$ cat config.mk
export PLATFORM = sky130hd
export DESIGN_NAME = load_store_unit
export DESIGN_NICKNAME = d
export VERILOG_FILES = /design/src/rtl/load_store_unit.sv
export SDC_FILE = /design/constraint.sdc
export NUM_CORES = 1
export LEC_CHECK = 0
export ABC_AREA = 1
export CAP_MARGIN = 15
export CORE_MARGIN = 2
export CORE_UTILIZATION = 35
export CTS_CLUSTER_SIZE = 10
export DETAILED_ROUTE_END_ITERATION = 10
export PLACE_DENSITY_LB_ADDON = 0.1
export SETUP_SLACK_MARGIN = 0.5
export SLEW_MARGIN = 20
export SYNTH_ARGS = -nofsm -noshare
export SYNTH_HDL_FRONTEND = slang
export SYNTH_SLANG_ARGS = --single-unit
$ cat constraint.sdc
create_clock -name i_clk -period 1.6 [get_ports i_clk]
set_clock_uncertainty 0.2 [all_clocks]
set_input_delay 0.32 -clock i_clk [delete_from_list [all_inputs] [get_ports i_clk]]
set_output_delay 0.32 -clock i_clk [all_outputs]
set_load 0.05 [all_outputs]
$ cat src/rtl/load_store_unit.sv
// load_store_unit: initiator side of the byte-lane data memory interface.
// Takes one load/store at a time from execute, screens it for opcode,
// alignment and range faults, drives a single-cycle memory access and
// returns the captured result over a valid/ready response channel.
//
// state   | meaning
// --------+--------------------------------------------------------------
// IDLE    | waiting for a request
// ISSUE   | memory address/masks driven for exactly one cycle
// CAPTURE | memory read data and error flags registered into response
// FAULT   | request rejected before memory, error response registered
// RESP    | response valid, held until the consumer takes it
module load_store_unit #(
    parameter int unsigned MEM_BYTES = 4096
) (
    input  logic        i_clk,
    input  logic        i_reset,
    input  logic        i_req_valid,
    output logic        o_req_ready,
    input  logic        i_req_we,
    input  logic [2:0]  i_req_op,
    input  logic [31:0] i_req_addr,
    input  logic [31:0] i_req_wdata,
    output logic        o_resp_valid,
    input  logic        i_resp_ready,
    output logic [31:0] o_resp_data,
    output logic [1:0]  o_resp_err,
    output logic [31:0] o_mem_address,
    output logic [31:0] o_mem_wr_data,
    output logic [1:0]  o_mem_wr_mask,
    output logic [2:0]  o_mem_rd_mask,
    input  logic [31:0] i_mem_rd_data,
    input  logic        i_mem_err_misaligned,
    input  logic        i_mem_err_invalid_rd
);

    typedef enum logic [2:0] {
        S_IDLE,
        S_ISSUE,
        S_CAPTURE,
        S_FAULT,
        S_RESP
    } state_t;

    localparam logic [1:0] WR_N = 2'd0, WR_B = 2'd1, WR_H = 2'd2, WR_W = 2'd3;
    localparam logic [2:0] RD_W  = 3'd0, RD_HZ = 3'd1, RD_BZ = 3'd2,
                           RD_HE = 3'd3, RD_BE = 3'd4, RD_XX = 3'd5;
    localparam logic [1:0] ERR_OK = 2'd0, ERR_MIS = 2'd1, ERR_RANGE = 2'd2, ERR_INV = 2'd3;

    state_t      state, state_nx;
    logic        accept;
    logic        op_bad, misaligned;
    logic [1:0]  cls_err;
    logic        r_we;
    logic [2:0]  r_op;
    logic [31:0] r_addr, r_wdata;
    logic [1:0]  r_flt;
    logic [31:0] resp_data;
    logic [1:0]  resp_err;

    assign o_req_ready  = (state == S_IDLE) || ((state == S_RESP) && i_resp_ready);
    assign accept       = i_req_valid && o_req_ready;
    assign o_resp_valid = (state == S_RESP);
    assign o_resp_data  = resp_data;
    assign o_resp_err   = resp_err;

    // Classify the incoming request: invalid op beats misalignment beats range.
    always_comb begin
        op_bad     = 1'b0;
        misaligned = 1'b0;
        cls_err    = ERR_OK;
        if (i_req_we) begin
            op_bad = i_req_op[2] || (i_req_op[1:0] == 2'b11);
        end else begin
            op_bad = (i_req_op[1:0] == 2'b11) || (i_req_op[2:1] == 2'b11);
        end
        misaligned = ((i_req_op[1:0] == 2'b01) && i_req_addr[0]) ||
                     ((i_req_op[1:0] == 2'b10) && (i_req_addr[1:0] != 2'b00));
        if (op_bad) begin
            cls_err = ERR_INV;
        end else if (misaligned) begin
            cls_err = ERR_MIS;
        end else if (i_req_addr >= 32'(MEM_BYTES)) begin
            cls_err = ERR_RANGE;
        end
    end

    // State register.
    always_ff @(posedge i_clk) begin
        if (!i_reset) begin
            state <= S_IDLE;
        end else begin
            state <= state_nx;
        end
    end

    // Next state and memory port drive; the memory only sees a request in ISSUE.
    always_comb begin
        state_nx      = state;
        o_mem_address = 32'd0;
        o_mem_wr_data = 32'd0;
        o_mem_wr_mask = WR_N;
        o_mem_rd_mask = RD_XX;
        case (state)
            S_IDLE: begin
                if (accept) begin
                    state_nx = (cls_err != ERR_OK) ? S_FAULT : S_ISSUE;
                end
            end
            S_ISSUE: begin
                o_mem_address = r_addr;
                o_mem_wr_data = r_wdata;
                if (r_we) begin
                    case (r_op[1:0])
                        2'b00:   o_mem_wr_mask = WR_B;
                        2'b01:   o_mem_wr_mask = WR_H;
                        2'b10:   o_mem_wr_mask = WR_W;
                        default: o_mem_wr_mask = WR_N;
                    endcase
                end else begin
                    case (r_op)
                        3'b000:  o_mem_rd_mask = RD_BE;
                        3'b001:  o_mem_rd_mask = RD_HE;
                        3'b010:  o_mem_rd_mask = RD_W;
                        3'b100:  o_mem_rd_mask = RD_BZ;
                        3'b101:  o_mem_rd_mask = RD_HZ;
                        default: o_mem_rd_mask = RD_XX;
                    endcase
                end
                state_nx = S_CAPTURE;
            end
            S_CAPTURE: state_nx = S_RESP;
            S_FAULT:   state_nx = S_RESP;
            S_RESP: begin
                if (i_resp_ready) begin
                    if (accept) begin
                        state_nx = (cls_err != ERR_OK) ? S_FAULT : S_ISSUE;
                    end else begin
                        state_nx = S_IDLE;
                    end
                end
            end
            default: state_nx = S_IDLE;
        endcase
    end

    // Latch the request fields and their classification at acceptance.
    always_ff @(posedge i_clk) begin
        if (!i_reset) begin
            r_we    <= 1'b0;
            r_op    <= 3'd0;
            r_addr  <= 32'd0;
            r_wdata <= 32'd0;
            r_flt   <= ERR_OK;
        end else if (accept) begin
            r_we    <= i_req_we;
            r_op    <= i_req_op;
            r_addr  <= i_req_addr;
            r_wdata <= i_req_wdata;
            r_flt   <= cls_err;
        end
    end

    // Build the response; it is only written on the way into RESP, so it holds while stalled.
    always_ff @(posedge i_clk) begin
        if (!i_reset) begin
            resp_data <= 32'd0;
            resp_err  <= ERR_OK;
        end else if (state == S_CAPTURE) begin
            if (i_mem_err_misaligned) begin
                resp_data <= 32'd0;
                resp_err  <= ERR_MIS;
            end else if (i_mem_err_invalid_rd) begin
                resp_data <= 32'd0;
                resp_err  <= ERR_INV;
            end else begin
                resp_data <= r_we ? 32'd0 : i_mem_rd_data;
                resp_err  <= ERR_OK;
            end
        end else if (state == S_FAULT) begin
            resp_data <= 32'd0;
            resp_err  <= r_flt;
        end
    end

endmodule

======== After elaboration in Yosys (flattened, before gate mapping) ========
Cells that the tools add are included.
storage, ports and cells
  register bits ........................... 107
  input bits .............................. 106
  output and inout port bits .............. 105
  word-level logic and storage cells ...... 67
cells by class
  $lt $le $gt $ge ......................... 1
  equal/unequal tests ..................... 16
  multiplexer cells ....................... 26
  reductions and logical operators ........ 16
operator list
  kind                                                   count
  2-to-1 mux 32 bit                                      7
  >= comparator 32 x 13 -> 1 bit, second input constant  1
  2-to-1 mux 2 bit                                       11
  one-hot mux 3 bit (5 select lines)                     1
  2-to-1 mux 3 bit                                       4
  one-hot mux 3 bit (4 select lines)                     1
  == test 3 x 2 -> 1 bit, second input constant          3
  == test 3 bit, second input constant                   3
  == test 2 bit, second input constant                   4
  == test 3 x 1 -> 1 bit, second input constant          2
  zero test 3 bit                                        2
  one-hot mux 2 bit (3 select lines)                     1
  nonzero test 2 bit                                     3
  == test 2 x 1 -> 1 bit, second input constant          2
  logical AND 1 bit                                      4
  logical OR 1 bit                                       4
  zero test 2 bit                                        1
  inequality test 2 x 1 -> 1 bit, second input constant  1
  inequality test 2 bit, second input constant           1
  AND reduction 2 bit                                    1
  OR reduction 2 bit                                     1
  2-to-1 mux 1 bit                                       1

======== Depth between registers and ports, before layout ========
Gate-level depths: netlist (run 1).
  depth in word-level cells ............... 10
  mapped depth ............................ 9
  gate-level depth less buffers ........... 8

======== Worst setup path before layout (run 1) ========
No wires, ideal clock.
  path type ............................... reg-to-output
  start ................................... register state[0]
  end ..................................... output o_mem_rd_mask[1]
  arrival time ............................ 1999 ps
  required time ........................... 1080 ps
  path slack .............................. -919 ps
  stages on the path, launching flop included .. 6
  path through ............................ dfxtp_1 -> inv_1 -> nor3_2 -> inv_2 -> buf_2 -> a211oi_1
on the way
  longest elaborated chain between the ends .. 2
RTL lines
  element                   line  source
  start: declaration        50    state_t state, state_nx;
  start signal: assignment  93    state <= state_nx;
  == test 3 x 1 -> 1 bit    104   case (state)
  2-to-1 mux 3 bit          104
  end: declaration          31    output logic [2:0] o_mem_rd_mask,
No other way between the ends.

======== Worst setup path in the final report (run 1) ========
  start ................................... register state[1]
  end ..................................... output o_mem_wr_data[16]
on the way
  longest elaborated chain between the ends .. 2
RTL lines
  element                 line  source
  == test 3 x 1 -> 1 bit  104
  2-to-1 mux 32 bit       104
  end: declaration        29    output logic [31:0] o_mem_wr_data,
No other way between the ends.

==> impl_metrics.env, run 1 <==
export IMPL_status="complete, but fails checks"
export IMPL_violations="setup timing"
export IMPL_firstDrtPassIters=4
export IMPL_cpLargestDelayFamily="buffers and inverters"
export IMPL_register_area_sq_um=2170
export IMPL_finalMaxSlewViolations=0
export IMPL_grt_max_degree=63
export IMPL_dieHeight_microns=116
export IMPL_clk_latency_ps=340
export IMPL_ir_worst_vdd_mv=0.542
export IMPL_synth_flop_cell="dfxtp_1"
export IMPL_cts_tree="built"
export IMPL_cts_root_buffer="clkbuf_16"
export IMPL_min_period_over_period=1.34
export IMPL_drc=0
export IMPL_syn_nets=712
export IMPL_critPathMaxStageDelay_ps=350
export IMPL_met3_usage=0.0659
export IMPL_initial_core_util=0.360
export IMPL_ys_async_sr_fraction=0
export IMPL_slew_headroom=0.812
export IMPL_leakage_nw=3.38
export IMPL_worstMarginPinSlew_ps=282
export IMPL_hold_viol=0
export IMPL_ys_types=26
export IMPL_diodes=0
export IMPL_cts_buffers=9
export IMPL_vias=4779
export IMPL_routed_wl_microns=15200
export IMPL_drt_iter0_drc=222
export IMPL_critPathKind="register to primary output"
export IMPL_gp_congestion=0.768
export IMPL_rsz0062_at_grt="true"
export IMPL_cts_sinks=107
export IMPL_die_w_microns=116
export IMPL_grt_remaining_overflow=0
export IMPL_yosys_register_bits=107
export IMPL_synth_area_sq_um=4360
export IMPL_cp_arrival_ps=1630
export IMPL_drive_above_1_share=0.391
export IMPL_use_met1=0.258
export IMPL_tns_ps=-39910
export IMPL_fillerInstances=823
export IMPL_whs_ps=232
export IMPL_final_common_cell="buf_12"
export IMPL_ys_warn_count=0
export IMPL_dp_hpwl_microns=10300
export IMPL_p_per_area_nw_per_um2=809
export IMPL_synth_edf_count=0
export IMPL_grt_first_pass_wirelength_microns=24100
export IMPL_cpMostUsedCell="buf_12"
export IMPL_grt_usage=0.229
export IMPL_path_buf_inv=3
export IMPL_power_mw=7.57
export IMPL_num_rows=40
export IMPL_cp_cell_sequence="nor3_4 > inv_6 > buf_12 > nor2_4 > buf_12"
export IMPL_fmax_mhz=465
export IMPL_cp_start_kind="register"
export IMPL_ff2ff_setup_slack_ps=-110
export IMPL_fin_util=0.773
export IMPL_pin_count=211
export IMPL_clk_pin_slew_ps=70
export IMPL_maxCapViolations=0
export IMPL_setup_ws_ps=-549
export IMPL_syn_instance_count=602
export IMPL_postSynthAreaPerCell_sq_um=7.25
export IMPL_h_tree_depth=3
export IMPL_synth_area_top_cells="dfxtp_1, a21oi_1, nand2_1"
export IMPL_nNetsFinal=939
export IMPL_wl_per_cell_microns=15.2
export IMPL_fp_coreArea_sq_um=12100
export IMPL_multi_input_area_sq_um=2540
export IMPL_area_growth_synth_to_final_pct=114
export IMPL_port_buffer_count=210
export IMPL_cp_max_fo=19
export IMPL_worstHoldPathType="input port to register"
export IMPL_synth_seq_area_share=0.491
export IMPL_use_met2=0.396
export IMPL_via_per_inst=4.77
export IMPL_synth_top_cell_area_share=0.491
export IMPL_synth_top_cell_by_area="dfxtp_1"
export IMPL_cts_buffer_depth=2
export IMPL_crit_path_end_kind="primary output"
export IMPL_cp_data_required_time_ps=1080
export IMPL_busiest_layer="met2"
export IMPL_grt_pass1_vias=4950
export IMPL_crit_slowest_cell="dfxtp_2"
export IMPL_final_cell_mix="buf_12, clkdlybuf4s50_1, nand2_1, dfxtp_1, inv_1"
export IMPL_antenna_left=0
export IMPL_finalSetupViolations=160
export IMPL_die_area_sq_um=13400
export IMPL_antenna_found_initial=0
export IMPL_period_minus_slack_ps=2150
[power breakdown]
| part | switching, mW | leakage (nW) | internal [mW] |
|---|---|---|---|
| clock | 1.00 | 0.149 | 1.26 |
| sequential | 0.0961 | 0.888 | 2.89 |
| combinational | 1.27 | 2.34 | 1.06 |
| total | 2.37 | 3.38 | 5.20 |
[final timing paths]
| kind | startpoint | cells after the start | end |
|---|---|---|---|
| max | state[1] | 5 | o_mem_wr_data[16] |
| min | i_reset | 4 | r_op[1] |
| max reg2reg | state[1] | 9 | r_wdata[23] |
| min reg2reg | r_addr[24] | 2 | r_addr[24] |
[state kept, by name, indices dropped and copies added, names as in the netlist]
register     flops
r_we             1
r_op             3
r_addr          32
state            3
o_resp_err       2
r_wdata         32
o_resp_data     32
r_flt            2
[timing repair]
item,4_1_cts,5_1_grt
gates resized for setup,87,49
hold buffers,0,0
gates cloned,7,1
endpoints found under the setup margin,212,212
setup buffers,9,2
pin swaps,5,1
[metrics by stage]
step,setup slack (ps),cells,cell area (sq um)
4_1_cts,-524,999,9170
3_3_place_gp,-272,967,8400
6_report,-549,1002,9360
2_1_floorplan,-257,602,5020
3_5_place_dp,-292,967,8400
5_1_grt,-627,1002,9360
[cell families after synthesis]
kind of cell	after synthesis	share of synthesized area
DFF	107	0.491
and+or+nand+nor	193	0.174
buffers and inverters	118	0.114
adders and majority gates	4	0.0115
AOI/OAI and AO/OA	180	0.209
[metal layers]
layer	up-vias	wire length, microns	share of wire
met2	152	7800	0.51
met1	2225	5760	0.38
met4	0	514	0.034
met3	34	1130	0.074
met5	-	0	0
li1	2368	-	-
[synth_stat cells, drive strengths merged (3+ instances only)]
| cell type | instances |
|---|---|
| a21oi | 103 |
| buf | 18 |
| clkbuf | 21 |
| dfxtp | 107 |
| ha | 4 |
| inv | 78 |
| nand2 | 96 |
| nand3 | 3 |
| nor2 | 86 |
| nor3 | 6 |
| o21ai | 74 |
[final cells by class]
class	instances	share of cell area
Sequential cell	107	0.232
Tap cell	168	0.0225
Clock inverter	6	0.00669
Inverter	79	0.0336
Multi-Input combinational cell	377	0.272
Timing Repair Buffer	255	0.408
Clock buffer	10	0.0255
[worst min-delay path, delay by kind of cell]
family,cells,cell delay (ps)
compound gates,2,90
buf+inv,2,320
No activity file was read; power rests on OpenSTA's default activity.
==> run 2, diff against run 1 <==
--- a/config.mk
+++ b/config.mk
@@ -8,7 +8,7 @@
 export ABC_AREA = 1
 export CAP_MARGIN = 15
 export CORE_MARGIN = 2
-export CORE_UTILIZATION = 35
+export CORE_UTILIZATION = 37
 export CTS_CLUSTER_SIZE = 10
 export DETAILED_ROUTE_END_ITERATION = 10
 export PLACE_DENSITY_LB_ADDON = 0.1
==> run 2 against run 1 <==
  * The flow still finishes with violations (setup timing)
  * Fmax down 4.0%
  * Core utilization up 18 points
  * Clock-buffer cell count up 2
  * Cell count up 1.6%
  * Setup slack worse by 89 ps
  * Sequential power about the same
  * Critical path depth up 1
  * Design area up 16%
  * First-iteration DRC count rose to 2.6 times the previous value
  * Via count up 20%
  * Largest cell class unchanged
  * Critical path type unchanged
==> impl_metrics.env, run 2 (synthesized netlist as in run 1, its figures left out) <==
export IMPL_setup_ws_ps=-638
export IMPL_violations="setup timing"
export IMPL_drc=0
export IMPL_worstHoldPathType="input port to register"
export IMPL_fp_coreArea_sq_um=11500
export IMPL_period_minus_slack_ps=2240
export IMPL_intPower_mw=5.81
export IMPL_cp_start_kind="register"
export IMPL_antenna_left=0
export IMPL_grt_max_degree=44
export IMPL_num_rows=39
export IMPL_drt_iter0_drc=572
export IMPL_wl_per_cell_microns=24.2
export IMPL_via_per_inst=5.61
export IMPL_place_area_sq_um=8460
export IMPL_critPathMaxStageDelay_ps=370
export IMPL_p_per_area_nw_per_um2=810
export IMPL_finalMaxSlewViolations=0
export IMPL_cpLargestDelayFamily="buffers and inverters"
export IMPL_use_met2=0.483
export IMPL_use_met1=0.298
export IMPL_cp_arrival_ps=1720
export IMPL_diodes=0
export IMPL_worstMarginPinSlew_ps=567
export IMPL_power_frac_seq=0.342
export IMPL_postCtsHoldBufs=0
export IMPL_path_buf_inv=4
export IMPL_cts_root_buffer="clkbuf_16"
export IMPL_crit_slowest_cell="dfxtp_4"
export IMPL_final_common_cell="buf_12"
export IMPL_antenna_found_initial=0
export IMPL_slew_headroom=0.622
export IMPL_hp_start="i_reset"
export IMPL_port_buffer_count=210
export IMPL_crit_path_end_kind="primary output"
export IMPL_leakage_nw=4.03
export IMPL_clockPowerShare=0.285
export IMPL_area_growth_synth_to_final_pct=149
export IMPL_clk_latency_ps=350
export IMPL_die_area_sq_um=12700
export IMPL_switchingPower_mw=2.99
export IMPL_die_w_microns=113
export IMPL_cp_max_fo=3
export IMPL_status="complete, but fails checks"
export IMPL_firstDrtPassIters=5
export IMPL_dp_hpwl_microns=10400
export IMPL_dieHeight_microns=113
export IMPL_gp_congestion=0.754
export IMPL_routed_wl_microns=24600
export IMPL_final_area_sq_um=10900
export IMPL_busiest_layer="met2"
export IMPL_initial_core_util=0.380
export IMPL_cts_buffers=9
export IMPL_cp_cell_sequence="inv_4 > nor3_4 > buf_4 > buf_4 > nand4_1 > buf_12"
export IMPL_cts_sinks=107
export IMPL_regToRegStartpoint="state[0]"
export IMPL_nNetsFinal=980
export IMPL_vias=5714
export IMPL_critPathLaunch="state[0]"
export IMPL_maxCapViolations=0
export IMPL_grt_remaining_overflow=0
export IMPL_drive_above_1_share=0.585
export IMPL_fmax_mhz=447
export IMPL_clk_pin_slew_ps=80
export IMPL_finalSetupViolations=176
export IMPL_cts_tree="built"
export IMPL_met3_usage=0.0508
export IMPL_final_cell_mix="buf_12, clkdlybuf4s50_1, a21oi_2, inv_1, nor2_4"
export IMPL_hold_viol=0
export IMPL_instances_no_fill=1018
export IMPL_rsz0062_at_grt="true"
export IMPL_cp_data_required_time_ps=1080
export IMPL_ir_worst_vdd_mv=0.783
export IMPL_post_place_cells=946
export IMPL_grt_usage=0.261
export IMPL_h_tree_depth=3
export IMPL_pin_count=211
export IMPL_grt_pass1_vias=5189
export IMPL_pwr_share_comb=0.372
export IMPL_swShare=0.340
export IMPL_cts_buffer_depth=2
export IMPL_critPathKind="register to primary output"
export IMPL_min_period_over_period=1.40
export IMPL_grt_first_pass_wirelength_microns=26400
export IMPL_cpMostUsedCell="buf_4"
run 2: cell types whose count changed in the layout (fill, tap and decap cells not counted), moves of 13 or more:
| cell | previous run | this run |
|---|---|---|
| o21ai_1 | 44 | 12 |
| dfxtp_1 | 90 | 69 |
| clkbuf_16 | 10 | 25 |
| nand2_1 | 92 | 62 |
| o21ai_4 | 1 | 19 |
| nand2_2 | 1 | 14 |
| a21oi_1 | 63 | 14 |
| a21oi_2 | 37 | 80 |
| o21ai_2 | 13 | 38 |
| dfxtp_2 | 15 | 36 |
| nand2_4 | 2 | 19 |
run 2: stage by stage:
stage               setup slack (ps)  hold slack (ps)  power, mW  setup TNS [ps]   util
floorplan                       -257              247       4.14          -10660      -
global placement                -262              257       4.96          -27900  0.738
detailed placement              -284              268       5.01          -33980  0.738
CTS                             -563             85.1       7.88          -45920  0.827
global route                    -660              110       8.98          -77300  0.948
finish                          -638              110       8.80          -70070  0.948
run 2: path summary, 6_finish.rpt:
check	to	depth (start not counted)	slack, ps
max	o_mem_rd_mask[2]	6	-640
min	state[0]	3	110
max reg2reg	r_wdata[13]	11	-390
min reg2reg	o_resp_data[13]	2	290
run 2: final cells by class:
cell class | instances | area, sq um
timing repair inverter | 2 | 12.5
multi-input combinational | 378 | 3280
clock buffer | 12 | 279
fill | 284 | 601
clock inverter | 4 | 53.8
sequential | 107 | 2190
timing repair buffer | 293 | 4540
tap | 143 | 179
inverter | 79 | 325
run 2: power groups by stage:
stage               combinational [mW]  clock [mW]  sequential [mW]
floorplan                         1.05           0             3.09
global placement                  1.92           0             3.03
detailed placement                1.97           0             3.04
CTS                               2.44        2.46             2.98
global route                      3.37        2.58             3.02
finish                            3.28        2.51             3.01
run 2: worst reg2reg max path: stages, from the launching register on:
cell,delay (ps)
dfxtp_4,360
buf_4,130
buf_6,120
nor2_4,120
o21ai_2,80
inv_4,80
buf_8,120
nand2_8,100
buf_8,190
buf_12,140
clkbuf_16,160
a21oi_2,140
run 2: repair_timing:
| item | CTS | global route |
|---|---|---|
| endpoints found under the setup margin | 212 | 212 |
| setup buffers | 7 | 20 |
| resized for setup | 130 | 226 |
| pin swaps | 7 | 64 |
| cloned | 12 | 17 |
run 2: metal layers:
metal  wire, microns  vias up
met5               0        -
met4            1230        0
met3            1840      106
met2           12900      359
met1            8690     2791
li1                -     2458
==> run 3, diff against run 2 <==
--- a/config.mk
+++ b/config.mk
@@ -12,7 +12,7 @@
 export CTS_CLUSTER_SIZE = 10
 export DETAILED_ROUTE_END_ITERATION = 10
 export PLACE_DENSITY_LB_ADDON = 0.1
-export SETUP_SLACK_MARGIN = 0.5
+export SETUP_SLACK_MARGIN = 0.02
 export SLEW_MARGIN = 20
 export SYNTH_ARGS = -nofsm -noshare
 export SYNTH_HDL_FRONTEND = slang
==> run 3 against run 2 <==
  * Non-clock buffer count is 17 lower
  * The run still ends with setup timing left
  * Sequential cell count did not move
  * Routed wire length decreased by 25%
  * Register-to-register slack gained 170 ps
  * Critical path depth unchanged
  * Fmax grew 3.0%
  * Worst hold slack lost 29 ps
==> impl_metrics.env, run 3 (synthesized netlist as in run 1, its figures left out) <==
export IMPL_port_buffer_count=210
export IMPL_period_minus_slack_ps=2170
export IMPL_worstMarginPinSlew_ps=432
export IMPL_cp_data_required_time_ps=1080
export IMPL_slew_headroom=0.711
export IMPL_leakage_nw=3.75
export IMPL_drive_above_1_share=0.461
export IMPL_grt_pass1_vias=5107
export IMPL_drt_iter0_drc=327
export IMPL_antenna_found_initial=0
export IMPL_wl_per_cell_microns=18.4
export IMPL_diodes=0
export IMPL_cp_cell_sequence="nor3_4 > buf_4 > inv_4 > buf_16 > nor2_4 > buf_12"
export IMPL_instances_no_fill=999
export IMPL_die_w_microns=113
export IMPL_grt_max_degree=28
export IMPL_final_cell_mix="buf_12, clkdlybuf4s50_1, dfxtp_1, inv_1, nand2_1"
export IMPL_post_place_cells=953
export IMPL_ir_worst_vdd_mv=0.553
export IMPL_fp_coreArea_sq_um=11500
export IMPL_cp_start_kind="register"
export IMPL_grt_first_pass_wirelength_microns=25500
export IMPL_area_growth_synth_to_final_pct=130
export IMPL_fmax_mhz=460
export IMPL_whs_ps=81.1
export IMPL_cpLargestDelayFamily="buffers and inverters"
export IMPL_setup_ws_ps=-574
export IMPL_dp_hpwl_microns=10500
export IMPL_firstDrtPassIters=4
export IMPL_path_buf_inv=4
export IMPL_critPathMaxStageDelay_ps=340
export IMPL_crit_path_end_kind="primary output"
export IMPL_crit_slowest_cell="dfxtp_2"
export IMPL_final_common_cell="buf_12"
export IMPL_finalSetupViolations=174
export IMPL_fillerInstances=543
export IMPL_fin_util=0.873
export IMPL_pin_count=211
export IMPL_nNetsFinal=963
export IMPL_dieHeight_microns=113
export IMPL_p_per_area_nw_per_um2=777
export IMPL_worstHoldPathType="input port to register"
export IMPL_status="complete, but fails checks"
export IMPL_cts_sinks=107
export IMPL_via_per_inst=5.13
export IMPL_die_area_sq_um=12700
export IMPL_drc=0
export IMPL_hold_viol=0
export IMPL_preCtsSetupSlack_ps=-327
export IMPL_initial_core_util=0.380
export IMPL_clk_latency_ps=350
export IMPL_num_rows=39
export IMPL_grt_remaining_overflow=0
export IMPL_h_tree_depth=3
export IMPL_cts_buffers=9
export IMPL_power_mw=7.78
export IMPL_antenna_left=0
export IMPL_maxCapViolations=0
export IMPL_routed_wl_microns=18400
export IMPL_gp_congestion=0.762
export IMPL_grt_usage=0.254
export IMPL_critPathKind="register to primary output"
export IMPL_cts_root_buffer="clkbuf_16"
export IMPL_vias=5121
export IMPL_cp_arrival_ps=1650
export IMPL_cts_tree="built"
export IMPL_finalMaxSlewViolations=0
export IMPL_violations="setup timing"
export IMPL_cp_max_fo=8
export IMPL_rsz0062_at_grt="true"
export IMPL_min_period_over_period=1.36
export IMPL_ff2ff_setup_slack_ps=-220
export IMPL_cts_buffer_depth=2
export IMPL_clk_pin_slew_ps=70
run 3: worst min-delay path: stages:
cell	delay, ps
buf_2	170
o21ai_2	70
a21oi_1	30
run 3: area by class of cell:
class / count / area (sq um) / area share
Multi-Input combinational cell: 378 / 2910 / 0.291
Timing Repair inverter: 2 / 12.5 / 0.00125
Clock buffer: 12 / 256 / 0.0256
Timing Repair Buffer: 276 / 4170 / 0.416
Clock inverter: 2 / 12.5 / 0.00125
Sequential cell: 107 / 2150 / 0.215
Inverter: 79 / 323 / 0.0322
Tap cell: 143 / 179 / 0.0179
run 3: per-stage QoR:
stage	TNS, ps	area, sq um
floorplan	-11990	4920
global placement	-26430	8390
detailed placement	-33920	8390
CTS	-42520	9430
global route	-62920	10000
finish	-52950	10000
run 3: what timing repair did:
action                     CTS  global route
gates cloned                14             5
hold buffers                 0             0
pin swaps                   10            25
gates resized for setup    137           130
setup endpoints to repair  161           175
buffers inserted            11             4
run 3: layer usage:
layer / routed length [microns] / global-route usage / share of wire / up-vias
met5: 0 / 0 / 0 / -
met4: 553 / 0.110 / 0.030 / 0
met3: 905 / 0.0567 / 0.049 / 39
met2: 9940 / 0.444 / 0.54 / 169
met1: 6980 / 0.298 / 0.38 / 2492
li1: - / - / - / 2421
run 3: report_power, final:
group	internal, mW	total (mW)	switching, mW
Combinational	1.25	2.70	1.45
Sequential	2.89	2.99	0.104
Clock	1.12	2.09	0.967
Total	5.26	7.78	2.52
run 3: final timing paths:
kind / to / cells past startpoint / startpoint
worst max-delay path: o_mem_address[15] / 6 / state[1]
worst min-delay path: r_op[2] / 3 / i_reset
worst max register to register: r_wdata[0] / 9 / state[1]
worst min register to register: o_resp_data[31] / 2 / o_resp_data[31]
